`config.mk`:
```
export PLATFORM = sky130hd
export DESIGN_NAME = dmem_arbiter_flat
export DESIGN_NICKNAME = d
export VERILOG_FILES = /design/src/rtl/dmem_arbiter_pkg.sv /design/src/rtl/dmem_arbiter_if.sv /design/src/rtl/dmem_arb_pick.sv /design/src/rtl/dmem_arbiter.sv /design/src/flat_wrapper.sv
export SDC_FILE = /design/constraint.sdc
export NUM_CORES = 1
export LEC_CHECK = 0
export CORE_MARGIN = 8
export CORE_UTILIZATION = 47
export CTS_BUF_LIST = sky130_fd_sc_hd__clkbuf_2
export DETAILED_ROUTE_END_ITERATION = 7
export PLACE_DENSITY = 0.88
export SYNTH_ARGS = -nofsm -noshare
export SYNTH_HDL_FRONTEND = slang
export SYNTH_SLANG_ARGS = --single-unit
export TNS_END_PERCENT = 50
```
`constraint.sdc`:
```
create_clock -name clk -period 11.75 [get_ports clk]
set_clock_uncertainty 0.05 [all_clocks]
set_input_delay 2.35 -clock clk [delete_from_list [all_inputs] [get_ports clk]]
set_output_delay 2.35 -clock clk [all_outputs]
set_load 0.1 [all_outputs]
```
`src/rtl/dmem_arbiter_pkg.sv`:
```
// Shared constants and types for the data-memory arbiter.
// State/owner encodings and the latched access bundle.
package dmem_arbiter_pkg;
  localparam int WORD = 32;

  typedef enum logic [1:0] {
    DA_IDLE   = 2'd0,
    DA_ACCESS = 2'd1,
    DA_RESP   = 2'd2
  } da_state_t;

  typedef enum logic {
    DA_OWN_CPU = 1'b0,
    DA_OWN_DBG = 1'b1
  } da_owner_t;

  typedef struct packed {
    da_owner_t       owner;
    logic            we;
    logic [WORD-1:0] addr;
    logic [WORD-1:0] wdata;
  } da_req_t;
endpackage

```
`src/rtl/dmem_arbiter_if.sv`:
```
// CPU, debug and memory buses of the data-memory arbiter.
// slave = arbiter side, master = requesters plus memory.
interface dmem_arbiter_if;
  import dmem_arbiter_pkg::*;

  logic            cpu_req;
  logic            cpu_we;
  logic [WORD-1:0] cpu_addr;
  logic [WORD-1:0] cpu_wdata;
  logic [WORD-1:0] cpu_rdata;
  logic            cpu_ack;
  logic            cpu_stall;
  logic            dbg_req;
  logic            dbg_we;
  logic [WORD-1:0] dbg_addr;
  logic [WORD-1:0] dbg_wdata;
  logic [WORD-1:0] dbg_rdata;
  logic            dbg_ack;
  logic            mem_en;
  logic            mem_we;
  logic [WORD-1:0] mem_addr;
  logic [WORD-1:0] mem_wdata;
  logic [WORD-1:0] mem_rdata;

  modport slave (
    input  cpu_req, cpu_we, cpu_addr, cpu_wdata,
    output cpu_rdata, cpu_ack, cpu_stall,
    input  dbg_req, dbg_we, dbg_addr, dbg_wdata,
    output dbg_rdata, dbg_ack,
    output mem_en, mem_we, mem_addr, mem_wdata,
    input  mem_rdata
  );

  modport master (
    output cpu_req, cpu_we, cpu_addr, cpu_wdata,
    input  cpu_rdata, cpu_ack, cpu_stall,
    output dbg_req, dbg_we, dbg_addr, dbg_wdata,
    input  dbg_rdata, dbg_ack,
    input  mem_en, mem_we, mem_addr, mem_wdata,
    output mem_rdata
  );
endinterface

```
`src/rtl/dmem_arb_pick.sv`:
```
// Arbitration policy: CPU priority with debug anti-starvation.
// Pure combinational so the policy can be tested on its own.
module dmem_arb_pick #(
  parameter int STARVE_LIMIT = 4
) (
  input  logic       cpu_req,
  input  logic       dbg_req,
  input  logic [3:0] starve,
  output logic       grant_dbg
);
  logic starved;

  assign starved   = starve >= 4'(STARVE_LIMIT);
  assign grant_dbg = dbg_req & (~cpu_req | starved);
endmodule

```
`src/rtl/dmem_arbiter.sv`:
```
// Shares the data memory between CPU MEM stage and debug port.
// IDLE -> ACCESS (MEM_LATENCY cycles) -> RESP (ack) -> IDLE.
import dmem_arbiter_pkg::*;

module dmem_arbiter #(
  parameter int MEM_LATENCY  = 1,
  parameter int STARVE_LIMIT = 4
) (
  input logic           clk,
  input logic           reset,
  dmem_arbiter_if.slave bus
);
  da_state_t       state;
  da_state_t       state_nx;
  da_req_t         lat;
  logic [3:0]      cnt;
  logic [3:0]      starve;
  logic [WORD-1:0] cpu_rd;
  logic [WORD-1:0] dbg_rd;
  logic            grant_dbg;
  logic            any_req;
  logic            last;
  logic            en;
  logic            we;
  logic            cack;
  logic            dack;

  assign any_req = bus.cpu_req | bus.dbg_req;
  assign last    = cnt == 4'(MEM_LATENCY - 1);

  dmem_arb_pick #(
    .STARVE_LIMIT(STARVE_LIMIT)
  ) u_pick (
    .cpu_req  (bus.cpu_req),
    .dbg_req  (bus.dbg_req),
    .starve   (starve),
    .grant_dbg(grant_dbg)
  );

  always_ff @(posedge clk or posedge reset) begin
    if (reset) state <= DA_IDLE;
    else       state <= state_nx;
  end

  always_comb begin
    state_nx = state;
    unique case (state)
      DA_IDLE:   if (any_req) state_nx = DA_ACCESS;
      DA_ACCESS: if (last) state_nx = DA_RESP;
      DA_RESP:   state_nx = DA_IDLE;
      default:   state_nx = DA_IDLE;
    endcase
  end

  always_ff @(posedge clk or posedge reset) begin
    if (reset) begin
      lat    <= '0;
      cnt    <= '0;
      starve <= '0;
      cpu_rd <= '0;
      dbg_rd <= '0;
    end else begin
      if (state == DA_IDLE) begin
        cnt <= '0;
        if (any_req) begin
          lat.owner <= da_owner_t'(grant_dbg);
          lat.we    <= grant_dbg ? bus.dbg_we : bus.cpu_we;
          lat.addr  <= grant_dbg ? bus.dbg_addr : bus.cpu_addr;
          lat.wdata <= grant_dbg ? bus.dbg_wdata : bus.cpu_wdata;
        end
        // a losing debug request implies the CPU also requested
        if (!bus.dbg_req || grant_dbg) starve <= '0;
        else if (starve != 4'hF)       starve <= starve + 4'd1;
      end
      if (state == DA_ACCESS) begin
        cnt <= cnt + 4'd1;
        if (last) begin
          if (lat.owner == DA_OWN_DBG) dbg_rd <= bus.mem_rdata;
          else                         cpu_rd <= bus.mem_rdata;
        end
      end
    end
  end

  always_comb begin
    en   = 1'b0;
    we   = 1'b0;
    cack = 1'b0;
    dack = 1'b0;
    unique case (state)
      DA_ACCESS: begin
        en = 1'b1;
        we = last & lat.we;
      end
      DA_RESP: begin
        cack = lat.owner == DA_OWN_CPU;
        dack = lat.owner == DA_OWN_DBG;
      end
      default: ;
    endcase
  end

  assign bus.mem_en    = en;
  assign bus.mem_we    = we;
  assign bus.mem_addr  = lat.addr;
  assign bus.mem_wdata = lat.wdata;
  assign bus.cpu_ack   = cack;
  assign bus.dbg_ack   = dack;
  assign bus.cpu_rdata = cpu_rd;
  assign bus.dbg_rdata = dbg_rd;
  assign bus.cpu_stall = bus.cpu_req & ~cack;
endmodule

```
`src/flat_wrapper.sv`:
```
// flat-port wrapper written by rule: the top's interface ports become plain ports
module dmem_arbiter_flat 
#(
  parameter int MEM_LATENCY  = 1,
  parameter int STARVE_LIMIT = 4
)
  (clk, reset, bus_cpu_req, bus_cpu_we, bus_cpu_addr, bus_cpu_wdata, bus_cpu_rdata, bus_cpu_ack, bus_cpu_stall, bus_dbg_req, bus_dbg_we, bus_dbg_addr, bus_dbg_wdata, bus_dbg_rdata, bus_dbg_ack, bus_mem_en, bus_mem_we, bus_mem_addr, bus_mem_wdata, bus_mem_rdata);
  dmem_arbiter_if bus_i ();
  input logic clk;
  input logic reset;
  input wire logic [$bits(bus_i.cpu_req)-1:0] bus_cpu_req;
  input wire logic [$bits(bus_i.cpu_we)-1:0] bus_cpu_we;
  input wire logic [$bits(bus_i.cpu_addr)-1:0] bus_cpu_addr;
  input wire logic [$bits(bus_i.cpu_wdata)-1:0] bus_cpu_wdata;
  output wire logic [$bits(bus_i.cpu_rdata)-1:0] bus_cpu_rdata;
  output wire logic [$bits(bus_i.cpu_ack)-1:0] bus_cpu_ack;
  output wire logic [$bits(bus_i.cpu_stall)-1:0] bus_cpu_stall;
  input wire logic [$bits(bus_i.dbg_req)-1:0] bus_dbg_req;
  input wire logic [$bits(bus_i.dbg_we)-1:0] bus_dbg_we;
  input wire logic [$bits(bus_i.dbg_addr)-1:0] bus_dbg_addr;
  input wire logic [$bits(bus_i.dbg_wdata)-1:0] bus_dbg_wdata;
  output wire logic [$bits(bus_i.dbg_rdata)-1:0] bus_dbg_rdata;
  output wire logic [$bits(bus_i.dbg_ack)-1:0] bus_dbg_ack;
  output wire logic [$bits(bus_i.mem_en)-1:0] bus_mem_en;
  output wire logic [$bits(bus_i.mem_we)-1:0] bus_mem_we;
  output wire logic [$bits(bus_i.mem_addr)-1:0] bus_mem_addr;
  output wire logic [$bits(bus_i.mem_wdata)-1:0] bus_mem_wdata;
  input wire logic [$bits(bus_i.mem_rdata)-1:0] bus_mem_rdata;
  assign bus_i.cpu_req = bus_cpu_req;
  assign bus_i.cpu_we = bus_cpu_we;
  assign bus_i.cpu_addr = bus_cpu_addr;
  assign bus_i.cpu_wdata = bus_cpu_wdata;
  assign bus_cpu_rdata = bus_i.cpu_rdata;
  assign bus_cpu_ack = bus_i.cpu_ack;
  assign bus_cpu_stall = bus_i.cpu_stall;
  assign bus_i.dbg_req = bus_dbg_req;
  assign bus_i.dbg_we = bus_dbg_we;
  assign bus_i.dbg_addr = bus_dbg_addr;
  assign bus_i.dbg_wdata = bus_dbg_wdata;
  assign bus_dbg_rdata = bus_i.dbg_rdata;
  assign bus_dbg_ack = bus_i.dbg_ack;
  assign bus_mem_en = bus_i.mem_en;
  assign bus_mem_we = bus_i.mem_we;
  assign bus_mem_addr = bus_i.mem_addr;
  assign bus_mem_wdata = bus_i.mem_wdata;
  assign bus_i.mem_rdata = bus_mem_rdata;
  dmem_arbiter #(.MEM_LATENCY(MEM_LATENCY), .STARVE_LIMIT(STARVE_LIMIT)) u_core (.clk(clk), .reset(reset), .bus(bus_i));
endmodule
```
==> results of run 1 <==
==> synthesized netlist by cell type <==
cell / instances
nor3_4: 1
a21oi_1: 1
mux2_1: 2
mux2_4: 1
inv_1: 70
dfrtp_1: 140
and2_1: 2
o221ai_1: 65
nand3_1: 67
or3b_1: 1
clkbuf_1: 22
a22o_1: 2
nand3_4: 1
buf_4: 64
buf_2: 23
nand4_1: 67
nor2_1: 2
nor3_1: 1
nor2b_1: 3
nand2_1: 6
or2_0: 1
buf_6: 7
or3b_4: 1
nand2b_2: 1
nor3b_1: 3
buf_1: 7
o22ai_1: 1
ha_1: 3
and3b_1: 1
mux2_2: 61
o21ai_0: 8
==> registers in the layout (all words and copies together) (netlist names) <==
register	count
u_core.bus.cpu_rdata	32
u_core.bus.dbg_rdata	32
u_core.bus.mem_addr	32
u_core.bus.mem_wdata	32
u_core.cnt	4
u_core.starve	4
u_core.lat	2
u_core.state	2
==> per-stage QoR <==
| step | cell area [um2] | std cells | worst slack [ps] | utilization (%) | hold slack (ps) |
|---|---|---|---|---|---|
| finish | 9610 | 1035 | 5140 | 66.6 | 460 |
| CTS | 9610 | 1034 | 5140 | 66.6 | 466 |
| detailed placement | 9370 | 1002 | 5170 | 65.0 | 425 |
| global route | 9610 | 1035 | 5090 | 66.6 | 491 |
| floorplan | 6870 | 635 | 5180 | - | 407 |
| global placement | 9370 | 1002 | 5180 | 65.0 | 420 |
==> routing by layer <==
| layer | GRT usage, % | vias up | wire, um |
|---|---|---|---|
| li1 | - | 2641 | - |
| met1 | 26.9 | 2753 | 8020 |
| met2 | 36.2 | 238 | 10300 |
| met3 | 6.68 | 30 | 1790 |
| met4 | 8.15 | 0 | 502 |
| met5 | 0 | - | 0 |
==> layout make-up <==
class,instances,share of cell area (%)
Multi-Input combinational cell,302,24.3
Sequential cell,140,36.5
Tap cell,184,2.40
Timing Repair Buffer,306,31.6
Inverter,70,2.79
Antenna cell,1,0.0260
Clock buffer,19,0.989
Clock inverter,13,1.48
==> worst max path at each step <==
stage / from / endpoint / slack [ps] / depth (start not counted)
2_1_floorplan: u_core.state[1]$_DFFE_PP0P_ / bus_cpu_stall / 5180 / 3
3_3_place_gp: bus_cpu_req / bus_cpu_stall / 5180 / 3
3_5_place_dp: bus_cpu_req / bus_cpu_stall / 5170 / 3
4_1_cts: bus_cpu_req / bus_cpu_stall / 5140 / 3
5_1_grt: bus_cpu_req / bus_cpu_stall / 5090 / 3
6_report: bus_cpu_req / bus_cpu_stall / 5140 / 3
==> critical path: stages <==
cell	delay, ps
clkdlybuf4s50_1	530
nor2b_1	180
clkdlybuf4s50_1	1160
==> cells by family after synthesis <==
group / synth area share (%)
multiplexers: 10.5
AO/OA/AOI/OAI: 9.29
AND/OR/NAND/NOR: 13.4
flip-flops: 51.0
buffers and inverters: 15.2
adder cells (fa/ha/maj): 0.546
==> placed cells by master (no fill, tap or decap), types with 2 or more instances in the layout <==
master and instances:
and2_2 2, bufinv_16 2, a22o_1 2, mux2_1 2
nor2b_1 3, buf_4 8, clkinv_1 2, nand3_1 67
nor3b_1 3, nand4_1 67, mux2_2 61, ha_1 3
clkinv_4 3, o21ai_0 8, inv_1 69, dfrtp_1 140
clkbuf_2 19, nand2_1 6, o221ai_1 65, clkinvlp_4 3
inv_6 4, clkdlybuf4s50_1 297
==> impl_metrics.toml, run 1 <==
[run_status]
status = "completed"

[clock_tree]
cts.clk_slew.worst_paths_ps = 210
cts_resized = 0
post_cts_buffers = 0
root_buffer = "clkbuf_2"
numCtsBuffers = 17
clock-sinks = 140
cts_tree = "built"
clk_latency_ps = 700
clk_path_buf_depth = 2
htreeDepth = 4
cts_hold_buf = 0

[layout]
drive_gt1_share_pct = 13.1
area_growth_pct = 39.9
multi_input_area_um2 = 2330
fin_nets = 1006
regArea_um2 = 3500
fillCellCount = 1105

[logic_synthesis]
syn_nets = 804
yosysWarnings = 0
synth_area_leader_cell = "dfrtp_1"
ys_ff_latch = 140
yosysTopAreaCellShare_pct = 51.0
synth_cells = 635
synth_area_leaders = "dfrtp_1 (51%), mux2_2 (10%), o221ai_1 (8.3%)"
ys_seq_area_share_pct = 51.0
ys_types = 31
syn_area_um2 = 6870
postSynthAreaPerCell_um2 = 10.8

[worst_setup_path]
arrival_ps = 4210
r2r_cells = 4
crit_fanout = 4
worst-setup-path-type = "input pin to output pin"
startpoint_type = "input pin"
cp.required_ps = 9350
r2r-end = "u_core.bus.mem_addr[22]$_DFFE_PP0P_"
rrSetupSlack_ps = 8890
r2r_start = "u_core.state[0]$_DFFE_PP0P_"
end_kind = "output pin"

[routing]
wl_per_cell_um = 19.9
vias = 5662
drtIter0Drc = 377
vias_per_cell = 5.47
drc = 0
wl_um = 20600
drtPass1Iterations = 4
postRouteAntennaNets = 0

[placement]
hpwl_um = 14600
place_congestion = 0.785
numPortBuffers = 298

[timing]
period_share_pct = 56.3
drv_slew = 0
rsz0062_at_grt = "false"
worst_pin_slew_ps = 1030
setup_viol = 0
maxSlewHeadroom_pct = 31.4
finalHoldViolations = 0
finalSetupTns_ps = 0
fmax_mhz = 151
final.min_clock_period_ps = 6610

[floorplan]
ios = 299
core_um2 = 14400
floorplan.initialDensity_pct = 47.6
fp.dieW_um = 137
die_area_um2 = 18700
row_count = 44
die_h_um = 137

[grt]
overflow = 0
antenna_found_initial = 1
grt_pass1_vias = 5887
grt_pass1_wl_um = 32200
grt_max_degree = 95
track_usage_pct = 22.0

[worst_hold_path]
holdPathStages = 1
hold_end = "u_core.starve[0]$_DFFE_PP0P_"
hold_class = "flop to flop"
hp-start = "u_core.starve[0]$_DFFE_PP0P_"

[job]
cap_violations = 0
Power of run 1 is left out: the tool's default activity adds up to more than one toggle a clock period on the data nets, which glitch-free logic cannot reach.
==> inputs of run 2 (changes only) <==
Settings changed: CORE_UTILIZATION 47 to 44, PLACE_DENSITY 0.88 to 0.83.
Clock period 11.75 ns to 6.9 ns, I/O delays scaled along.
==> impl_metrics.toml, run 2 (synthesis results as in run 1) <==
[timing]
fin_ws_ps = 2240
worst_pin_slew_ps = 1170
drv_slew = 0
period_share_pct = 67.5
fmax_mhz = 215
final.min_clock_period_ps = 4660
finalSetupTns_ps = 0
finalHoldViolations = 0
maxSlewHeadroom_pct = 22.1
setup_viol = 0
rsz0062_at_grt = "false"

[clock_tree]
clk_latency_ps = 710
cts_tree = "built"
post_cts_buffers = 0
clock-sinks = 140
cts_resized = 0
cts.clk_slew.worst_paths_ps = 220
clk_path_buf_depth = 2
root_buffer = "clkbuf_2"
htreeDepth = 4
numCtsBuffers = 17
cts_hold_buf = 0

[layout]
fin_nets = 1006
final_cell_area_um2 = 9650
fillCellCount = 1220
final_common_cell = "clkdlybuf4s50_1"
layout_common_cells = "clkdlybuf4s50_1 (297), dfrtp_1 (140), inv_1 (69)"
area_growth_pct = 40.5
drive_gt1_share_pct = 13.1
fin_util_pct = 63.3

[worst_setup_path]
rrSetupSlack_ps = 4360
r2r_cells = 4
worst-setup-path-type = "input pin to output pin"
crit_fanout = 4
r2r-end = "u_core.bus.mem_addr[6]$_DFFE_PP0P_"
arrival_ps = 3230
end_kind = "output pin"
startpoint_type = "input pin"
cp.required_ps = 5470
crit_start = "bus_cpu_req"
r2r_start = "u_core.state[0]$_DFFE_PP0P_"

[routing]
drc = 0
vias = 5622
vias_per_cell = 5.30
wl_per_cell_um = 19.6
wl_um = 20800
drtIter0Drc = 397
drtPass1Iterations = 5
postRouteAntennaNets = 0

[floorplan]
floorplan.initialDensity_pct = 45.0
row_count = 45
die_area_um2 = 19900
core_um2 = 15300
die_h_um = 141
fp.dieW_um = 141
ios = 299

[placement]
numPortBuffers = 298
dp_slack_ps = 2270
place_congestion = 0.773
hpwl_um = 14300
placed_area_um2 = 9400

[run_status]
status = "completed"

[grt]
grt_pass1_wl_um = 32900
track_usage_pct = 21.0
grt_pass1_vias = 5795
grt_max_degree = 123
antenna_found_initial = 1
overflow = 0

[worst_hold_path]
hp-start = "u_core.starve[0]$_DFFE_PP0P_"
holdPathStages = 1
hold_class = "flop to flop"
hold_end = "u_core.starve[0]$_DFFE_PP0P_"

[job]
cap_violations = 0
==> run 2: cell types whose count changed in the layout (fill, tap and decap cells not counted) <==
cell and delta:
clkbuf_2 -2, clkinv_4 -1, inv_8 +1, clkinv_1 -1, clkinvlp_4 -1, inv_6 +3
==> run 2: per-stage QoR <==
step                      cells  hold WS, ps
after CTS                  1060          472
final                      1061          472
after global placement     1029          423
after global routing       1061          492
after floorplan             635          407
after detailed placement   1029          429
==> run 2: worst max-delay path by stage <==
| stage | end | slack, ps | cells after the start |
|---|---|---|---|
| after global routing | bus_cpu_ack | 2150 | 2 |
| after global placement | bus_cpu_stall | 2250 | 3 |
| final | bus_cpu_stall | 2240 | 3 |
| after floorplan | bus_cpu_stall | 1300 | 3 |
| after CTS | bus_cpu_ack | 2210 | 2 |
| after detailed placement | bus_cpu_stall | 2270 | 3 |
==> run 2: layer usage <==
metal	vias to the layer above	track usage (%)	share of wire, %
li1	2638	-	-
met3	34	6.45	7.4
met4	0	8.65	2.8
met1	2712	25.1	40
met2	238	34.4	50
met5	-	0	0
==> run 2: critical path, cell delays in order <==
cell and delay (ps):
clkdlybuf4s50_1 520, nor2b_1 170, clkdlybuf4s50_1 1150
==> run 2: layout make-up <==
class / count / area (um2) / share of cell area, %
Multi-Input combinational cell: 302 / 2330 / 24.2
Timing Repair Buffer: 306 / 3040 / 31.5
Sequential cell: 140 / 3500 / 36.3
Clock inverter: 14 / 160 / 1.66
Clock buffer: 17 / 85.1 / 0.882
Inverter: 70 / 268 / 2.77
Tap cell: 211 / 264 / 2.74
Antenna cell: 1 / 2.50 / 0.0259
Power of run 2 is left out for the same reason.
==> inputs of run 3 (changes only) <==
Settings changed: CORE_UTILIZATION 44 to 40, PLACE_DENSITY 0.83 to 0.8.
Clock period 6.9 ns to 4.2 ns, I/O delays scaled along.
==> impl_metrics.toml, run 3 (synthesis results as in run 1) <==
[routing]
wl_um = 21100
drtPass1Iterations = 5
drtIter0Drc = 284
drc = 0
vias_per_cell = 5.24
wl_per_cell_um = 19.6
postRouteAntennaNets = 0
vias = 5647

[worst_setup_path]
rrSetupSlack_ps = 1700
startpoint_type = "flop"
cp.buffers_inverters = 1
worst-setup-path-type = "flop to output pin"
crit_family = "buffers and inverters"
cp_slowest_stage_delay_ps = 1170
end_kind = "output pin"
cp.required_ps = 3310
cp_cell_sequence = "clkdlybuf4s50_1"
crit_fanout = 2
arrival_ps = 2290
slowest_stage = "clkdlybuf4s50_1"

[grt]
grt_max_degree = 141
grt_pass1_vias = 5915
grt_pass1_wl_um = 33400
track_usage_pct = 19.3
antenna_found_initial = 1
overflow = 0

[floorplan]
floorplan.initialDensity_pct = 40.3
core_um2 = 17100
row_count = 48
die_area_um2 = 21600
fp.dieW_um = 147
ios = 299
die_h_um = 147

[placement]
numPortBuffers = 298
placedCellCount = 1045
place_congestion = 0.786
hpwl_um = 14600

[clock_tree]
root_buffer = "clkbuf_2"
clk_latency_ps = 690
cts_tree = "built"
cts_resized = 0
clk_path_buf_depth = 2
clock-sinks = 140
cts_hold_buf = 0
post_cts_buffers = 0
htreeDepth = 4
cts.clk_slew.worst_paths_ps = 220
numCtsBuffers = 17

[timing]
period_share_pct = 75.7
setup_viol = 0
finalHoldViolations = 0
maxSlewHeadroom_pct = 29.6
worst_pin_slew_ps = 1060
finalSetupTns_ps = 0
fmax_mhz = 314
rsz0062_at_grt = "false"
drv_slew = 0
final.min_clock_period_ps = 3180

[layout]
fin_cells = 1078
area_growth_pct = 40.7
final_common_cell = "clkdlybuf4s50_1"
layout_common_cells = "clkdlybuf4s50_1 (292), dfrtp_1 (140), inv_1 (69)"
fin_nets = 1008
drive_gt1_share_pct = 14.2
fin_util_pct = 56.7

[worst_hold_path]
hold_class = "input pin to flop"

[run_status]
status = "completed"

[job]
cap_violations = 0
==> run 3: cell types whose count changed in the layout (fill, tap and decap cells not counted), sizes merged <==
cell	delta
clkdlybuf4s50	-5
inv	-2
bufinv	-1
buf	+7
clkinvlp	+2
clkinv	+1
clkbuf	+1
==> run 3: final timing paths <==
check / start / end / cells after the start
max in group asynchronous: reset / u_core.bus.mem_addr[29]$_DFFE_PP0P_ / 3
max reg2reg: u_core.state[1]$_DFFE_PP0P_ / u_core.bus.mem_wdata[19]$_DFFE_PP0P_ / 5
min reg2reg: u_core.starve[0]$_DFFE_PP0P_ / u_core.starve[0]$_DFFE_PP0P_ / 1
min in group asynchronous: reset / u_core.bus.dbg_rdata[27]$_DFFE_PP0P_ / 3
min: bus_dbg_req / u_core.starve[1]$_DFFE_PP0P_ / 3
max: u_core.bus.mem_addr[26]$_DFFE_PP0P_ / bus_mem_addr[26] / 1
==> run 3: routing by layer <==
| layer | vias up | routed length [um] | GRT usage, % |
|---|---|---|---|
| li1 | 2644 | - | - |
| met1 | 2747 | 8280 | 23.1 |
| met2 | 220 | 10600 | 31.3 |
| met3 | 36 | 1610 | 6.52 |
| met4 | 0 | 592 | 7.96 |
| met5 | - | 0 | 0 |
==> run 3: cell type report <==
| cell class | instances | area [um2] |
|---|---|---|
| Clock buffer | 18 | 90.1 |
| Clock inverter | 14 | 135 |
| Timing Repair Buffer | 308 | 3050 |
| Antenna cell | 1 | 2.50 |
| Fill cell | 1527 | 7390 |
| Multi-Input combinational cell | 302 | 2340 |
| Sequential cell | 140 | 3500 |
| Inverter | 70 | 267 |
| Tap cell | 225 | 282 |
==> run 3: per-stage QoR <==
stage	hold slack, ps	setup slack (ps)	instance area (um2)
3_5_place_dp	431	1140	9440
2_1_floorplan	407	284	6880
4_1_cts	344	893	9670
5_1_grt	321	761	9670
6_report	450	1020	9670
3_3_place_gp	425	1160	9440
Power of run 3 is left out for the same reason.
